[src/rtl/retry_start_if.sv]
// Handshake bundle for retry_start: new-input, pipeline-output and retry-request channels.
interface retry_start_if #(
  parameter type         DataType = logic,
  parameter int unsigned IDSize   = 1
);
  DataType             data_i;
  logic                valid_i;
  logic                ready_o;
  DataType             data_o;
  logic [IDSize-1:0]   id_o;
  logic                valid_o;
  logic                ready_i;
  logic [IDSize-1:0]   retry_id_i;
  logic                retry_valid_i;
  logic                retry_ready_o;
  logic                error_o;

  modport slave (
    input  data_i, valid_i, ready_i, retry_id_i, retry_valid_i,
    output ready_o, data_o, id_o, valid_o, retry_ready_o, error_o
  );

  modport master (
    output data_i, valid_i, ready_i, retry_id_i, retry_valid_i,
    input  ready_o, data_o, id_o, valid_o, retry_ready_o, error_o
  );
endinterface

[src/rtl/retry_start.sv]
// Entry stage of the time-redundancy retry loop: ID assignment, replay buffer, retry priority.
// Optional per-ID retry limit enabled by defining RETRY_START_MAX_RETRY_EN.
module retry_start #(
  parameter type         DataType   = logic,
  parameter int unsigned IDSize     = 1,
  parameter int unsigned MaxRetries = 3
) (
  input logic           clk_i,
  input logic           rst_i,
  retry_start_if.slave  bus
);
  localparam int unsigned Depth = 2**IDSize;

  logic              load;
  logic              take_retry;
  logic              take_new;
  logic              drop;
  logic              valid_d;
  DataType           data_d;
  logic [IDSize-1:0] id_d;
  logic [IDSize-1:0] id_q;
  DataType           buf_q [Depth];

  always_comb begin
    load              = ~bus.valid_o | bus.ready_i;
    bus.retry_ready_o = load;
    bus.ready_o       = load & ~bus.retry_valid_i;
    take_retry        = load & bus.retry_valid_i & ~drop;
    take_new          = load & ~bus.retry_valid_i & bus.valid_i;
    valid_d           = take_retry | take_new;
    data_d            = take_retry ? buf_q[bus.retry_id_i] : bus.data_i;
    id_d              = take_retry ? bus.retry_id_i : id_q;
  end

  always_ff @(posedge clk_i or posedge rst_i) begin
    if (rst_i) begin
      bus.valid_o <= 1'b0;
      bus.data_o  <= '0;
      bus.id_o    <= '0;
      id_q        <= '0;
    end else begin
      if (load) begin
        bus.valid_o <= valid_d;
        if (valid_d) begin
          bus.data_o <= data_d;
          bus.id_o   <= id_d;
        end
      end
      if (take_new) id_q <= id_q + 1'b1;
    end
  end

  // Replay storage is deliberately left unreset.
  always_ff @(posedge clk_i) begin
    if (take_new) buf_q[id_q] <= bus.data_i;
  end

`ifdef RETRY_START_MAX_RETRY_EN
  localparam int unsigned CntW = $clog2(MaxRetries + 1);
  localparam logic [CntW-1:0] MaxCnt = CntW'(MaxRetries);

  logic [CntW-1:0] cnt_q [Depth];

  assign drop = bus.retry_valid_i & (cnt_q[bus.retry_id_i] == MaxCnt);

  always_ff @(posedge clk_i or posedge rst_i) begin
    if (rst_i) begin
      for (int unsigned i = 0; i < Depth; i++) cnt_q[i] <= '0;
      bus.error_o <= 1'b0;
    end else begin
      bus.error_o <= load & drop;
      if (take_retry)
        cnt_q[bus.retry_id_i] <= cnt_q[bus.retry_id_i] + 1'b1;
      else if (take_new)
        cnt_q[id_q] <= '0;
    end
  end
`else
  assign drop        = 1'b0;
  assign bus.error_o = 1'b0;
`endif

endmodule
[src/flat_wrapper.sv]
// flat-port wrapper written by rule: the top's interface ports become plain ports
module retry_start_flat 
#(
  parameter type         DataType   = logic,
  parameter int unsigned IDSize     = 1,
  parameter int unsigned MaxRetries = 3
)
  (clk_i, rst_i, bus_data_i, bus_valid_i, bus_ready_i, bus_retry_id_i, bus_retry_valid_i, bus_ready_o, bus_data_o, bus_id_o, bus_valid_o, bus_retry_ready_o, bus_error_o);
  retry_start_if #(.DataType(DataType), .IDSize(IDSize)) bus_i ();
  input logic clk_i;
  input logic rst_i;
  input wire logic [$bits(bus_i.data_i)-1:0] bus_data_i;
  input wire logic [$bits(bus_i.valid_i)-1:0] bus_valid_i;
  input wire logic [$bits(bus_i.ready_i)-1:0] bus_ready_i;
  input wire logic [$bits(bus_i.retry_id_i)-1:0] bus_retry_id_i;
  input wire logic [$bits(bus_i.retry_valid_i)-1:0] bus_retry_valid_i;
  output wire logic [$bits(bus_i.ready_o)-1:0] bus_ready_o;
  output wire logic [$bits(bus_i.data_o)-1:0] bus_data_o;
  output wire logic [$bits(bus_i.id_o)-1:0] bus_id_o;
  output wire logic [$bits(bus_i.valid_o)-1:0] bus_valid_o;
  output wire logic [$bits(bus_i.retry_ready_o)-1:0] bus_retry_ready_o;
  output wire logic [$bits(bus_i.error_o)-1:0] bus_error_o;
  assign bus_i.data_i = bus_data_i;
  assign bus_i.valid_i = bus_valid_i;
  assign bus_i.ready_i = bus_ready_i;
  assign bus_i.retry_id_i = bus_retry_id_i;
  assign bus_i.retry_valid_i = bus_retry_valid_i;
  assign bus_ready_o = bus_i.ready_o;
  assign bus_data_o = bus_i.data_o;
  assign bus_id_o = bus_i.id_o;
  assign bus_valid_o = bus_i.valid_o;
  assign bus_retry_ready_o = bus_i.retry_ready_o;
  assign bus_error_o = bus_i.error_o;
  retry_start #(.DataType(DataType), .IDSize(IDSize), .MaxRetries(MaxRetries)) u_core (.clk_i(clk_i), .rst_i(rst_i), .bus(bus_i));
endmodule
[config.mk]
export PLATFORM = sky130hd
export DESIGN_NAME = retry_start_flat
export DESIGN_NICKNAME = d
export VERILOG_FILES = /design/src/rtl/retry_start_if.sv /design/src/rtl/retry_start.sv /design/src/flat_wrapper.sv
export SDC_FILE = /design/constraint.sdc
export NUM_CORES = 1
export LEC_CHECK = 0
export ABC_CLOCK_PERIOD_IN_PS = 1900
export BUFFER_PORTS_ARGS = -buffer_cell sky130_fd_sc_hd__buf_4
export CAP_MARGIN = 20
export CORE_AREA = 2 2 39 41
export CTS_BUF_LIST = sky130_fd_sc_hd__clkbuf_16
export DETAILED_ROUTE_END_ITERATION = 7
export DIE_AREA = 0 0 41 43
export PLACE_DENSITY = 0.55
export SLEW_MARGIN = 40
export SYNTH_ARGS = -nofsm -noshare
export SYNTH_HDL_FRONTEND = slang
export SYNTH_SLANG_ARGS = --single-unit
[constraint.sdc]
create_clock -name clk_i -period 1.9 [get_ports clk_i]
set_input_delay 0.095 -clock clk_i [delete_from_list [all_inputs] [get_ports clk_i]]
set_output_delay 0.095 -clock clk_i [all_outputs]
set_load 0.02 [all_outputs]
==> metrics.log <==
INFO  metric synth.yosys.seq_area_share = between 50% and 60%
INFO  metric critical_path.max_stage_delay = ~0.33 ns
INFO  metric setup.worst_path.class = flop to output pin
INFO  metric first_global_vias = roughly 220
INFO  metric portBuffers = 11
INFO  metric detailedPlace.worstSlack = just over 0.8 ns
INFO  metric synth_top_area_share = 33.61%
INFO  metric worst_hold_path_type = input port to flop
INFO  metric outcome = complete, no violations
INFO  metric clockRootBuffer = sky130_fd_sc_hd__clkbuf_16
INFO  metric average_footprint_of_a_synthesized_cell = roughly 11 um2
INFO  metric hold_ws = approximately 0.065 ns
INFO  metric cts_buffer_count = 3
INFO  metric post_synth_top_area_cell = sky130_fd_sc_hd__dfrtp_1
INFO  metric post_route_cells_drive_above_1_share = roughly 45%
INFO  metric p_per_area = 1262 nW/um2
INFO  metric endpoint_kind = output pin
INFO  metric final.period_utilization = 57.48%
INFO  metric post_drt_wl_per_cell = about 9.7 um
INFO  metric fin_worst_skew = between 0.001 and 0.0015 ns
INFO  metric die_height = 43 um
INFO  metric htreeDepth = 1
INFO  metric clock_insertion_delay_worst_skew = 0.23 ns
INFO  metric placement.cell_area = 392.9 um2
INFO  metric final_cell_area = 481.7 um2
INFO  metric timing_hold_violations_final = 0
INFO  metric required = 1.80 ns
INFO  metric synth-seq-cells = 6
INFO  metric grt_util_all_layers = a little over 9%
INFO  metric antenna_cells_inserted = 0
INFO  metric synthDistinctLibCells = 16
INFO  metric drc_errors = 0
INFO  metric dp_hpwl = 440.8 um
INFO  metric fin_cells = between 50 and 60
INFO  metric synth_top_cells_by_area = sky130_fd_sc_hd__dfrtp_1 (34%), sky130_fd_sc_hd__edfxtp_1 (20%), sky130_fd_sc_hd__nor2b_4 (9.2%)
INFO  metric rsz0062_at_grt = false
INFO  metric placement_rows = 14
INFO  metric finalNetCount = 50
INFO  metric cts-resized-gates = 0
INFO  metric clock-sinks = 6
INFO  metric worstPathCellList = nor2b_4, inv_2, buf_4
INFO  metric drt_iter0_drc = 11
INFO  metric core_region_area = roughly 1400 um2
INFO  metric category_of_the_worst_setup_path_launch_point = flop
INFO  metric cellLeakagePower = 0.2311 nW
INFO  metric grt_max_degree = 7
INFO  metric tritoncts = done
INFO  metric finalMaxSlewViolations = 0
INFO  metric data_arrival_time_at_the_worst_slack_endpoint = 1.00 ns
INFO  metric post_cts.repair.setup_buffers = 0
INFO  metric routabilityCongestion = a little over 0.6
INFO  metric antenna_violating_nets_post_route = 0
INFO  metric drt-vias-per-instance = ~4.2
INFO  metric antenna_found_initial = 0
INFO  metric ir_drop = about 0.57 mV
INFO  metric floorplan.die_area = ~1800 um2
INFO  metric postSynthCellCount = 27
INFO  metric floorplan.io_pins = 13
INFO  metric first_pass_grt_wire_length = between 900 and 1000 um
INFO  metric placed_cells = 53
INFO  metric fmaxAchievable = a little over 0.9 GHz
INFO  metric die_x = ~41 um
INFO  metric number_of_buffers_and_inverters_on_the_critical_path = 2
INFO  metric critical_path_cell_count = 3
INFO  metric gr-total-overflow = 0
INFO  metric setup_violations = 0
INFO  metric synthesis.nets = 34
INFO  metric layout-area-overhead-vs-synth = 61.76%
INFO  metric cts_buffer_depth = 2
INFO  metric hold_depth = 1
INFO  metric total_via_count_in_the_routed_design = ~240
INFO  metric route.final.wire_length = approximately 560 um
INFO  metric clkTransAtPathRegs = 0.03 ns
INFO  metric ys.warnings.count = 0
INFO  metric cpLargestDelayFamily = flip-flops
INFO  metric setup_ws = slightly above 0.8 ns
INFO  metric setup-tns-final = 0 ns
INFO  metric min_period = 1.092 ns
INFO  metric worstPathMaxFanout = 6
INFO  metric initial_core_utilization = ~22%
INFO  metric crit_path_top_delay_cell = sky130_fd_sc_hd__dfrtp_1
INFO  metric drt_first_pass_iters = 4
INFO  metric ff2ff_path_depth = 4
INFO  metric netlist_area = between 200 and 300 um2
INFO  metric timing.max_cap.violations = 0
[synthesized netlist by cell type]
cell type and instances:
sky130_fd_sc_hd__inv_2 1, sky130_fd_sc_hd__nand2_2 1, sky130_fd_sc_hd__mux2_4 1, sky130_fd_sc_hd__nand3_1 3
sky130_fd_sc_hd__nor2b_4 2, sky130_fd_sc_hd__conb_1 1, sky130_fd_sc_hd__a22oi_1 1, sky130_fd_sc_hd__and3_1 1
sky130_fd_sc_hd__dfrtp_1 4, sky130_fd_sc_hd__inv_1 1, sky130_fd_sc_hd__edfxtp_1 2, sky130_fd_sc_hd__xnor2_1 1
sky130_fd_sc_hd__buf_4 1, sky130_fd_sc_hd__o21ai_1 3, sky130_fd_sc_hd__nor2_1 3, sky130_fd_sc_hd__or3_1 1
[power breakdown]
group          total, mW  leakage (nW)  switching, mW  internal, mW
logic             0.0899         0.125         0.0440        0.0459
registers          0.174        0.0642         0.0165         0.157
clock network      0.344        0.0423         0.0712         0.273
[metal layers]
| metal | global-route usage [%] | wire [um] | up-vias |
|---|---|---|---|
| met2 | 11.25 | 228 | 13 |
| li1 | - | - | 120 |
| met4 | 6.000 | 8 | 0 |
| met3 | 7.853 | 96 | 2 |
| met5 | 0 | 0 | - |
| met1 | 9.804 | 229 | 108 |
[cells in the final DEF (no fill, tap or decap), types with 2 or more instances in the layout]
cell type and n:
sky130_fd_sc_hd__nand3_1 3, sky130_fd_sc_hd__o21ai_1 3, sky130_fd_sc_hd__inv_1 2, sky130_fd_sc_hd__edfxtp_1 2
sky130_fd_sc_hd__nor2b_4 2, sky130_fd_sc_hd__nor2_1 3, sky130_fd_sc_hd__buf_4 11, sky130_fd_sc_hd__dfrtp_1 4
sky130_fd_sc_hd__clkbuf_16 3
[worst reg2reg max path: stages, from the launching register on]
cell	delay, ns
sky130_fd_sc_hd__dfrtp_1	0.36
sky130_fd_sc_hd__nor2b_4	0.14
sky130_fd_sc_hd__inv_2	0.09
sky130_fd_sc_hd__nand2_2	0.07
sky130_fd_sc_hd__nor2_1	0.11
[area by class of cell]
cell class / count / area [um2]
inverters: 2 / 7.507
flip-flops and latches: 6 / 160.2
multi-input cells: 18 / 122.6
fillers: 139 / 902.1
clock inverters: 1 / 3.754
clock buffers: 3 / 75.07
repair buffers: 12 / 92.59
well taps: 16 / 20.02
[flip-flops by register name, indices dropped and copies added (netlist names)]
register,cells
u_core.buf_q,2
u_core.bus.data_o,1
u_core.bus.id_o,1
u_core.bus.valid_o,1
u_core.id_q,1
[what timing repair did]
action	CTS	global route
hold endpoints to repair	4	0
hold buffers	1	0
endpoints found under the setup margin	0	0
[worst paths after layout]
| path | from | end | slack [ns] |
|---|---|---|---|
| worst max-delay path | u_core.bus.valid_o | bus_retry_ready_o | 0.81 |
| worst min-delay path | bus_data_i | u_core.buf_q[0] | 0.06 |
| worst max register to register | u_core.bus.valid_o | u_core.buf_q[0] | 0.83 |
| worst min register to register | u_core.bus.id_o | u_core.bus.id_o | 0.49 |
| max in group asynchronous | rst_i | u_core.bus.valid_o | 1.44 |
| min in group asynchronous | rst_i | u_core.id_q | 0.31 |
[per-stage QoR]
stage,total power [mW],util (%)
2_1_floorplan,0.2272,-
3_3_place_gp,0.2655,28.39
3_5_place_dp,0.2653,28.39
4_1_cts,0.6186,34.81
5_1_grt,0.6381,34.81
6_report,0.6078,34.81
[cells by family after synthesis]
logic type / after synthesis / synth area share [%]
multiplexers: 1 / 5.041
AND/OR/NAND/NOR: 11 / 24.37
other: 1 / 1.259
flip-flops: 6 / 53.78
AO/OA/AOI/OAI: 4 / 7.562
buffers and inverters: 3 / 5.041
XOR/XNOR: 1 / 2.942
No activity file was read; power rests on OpenSTA's default activity.
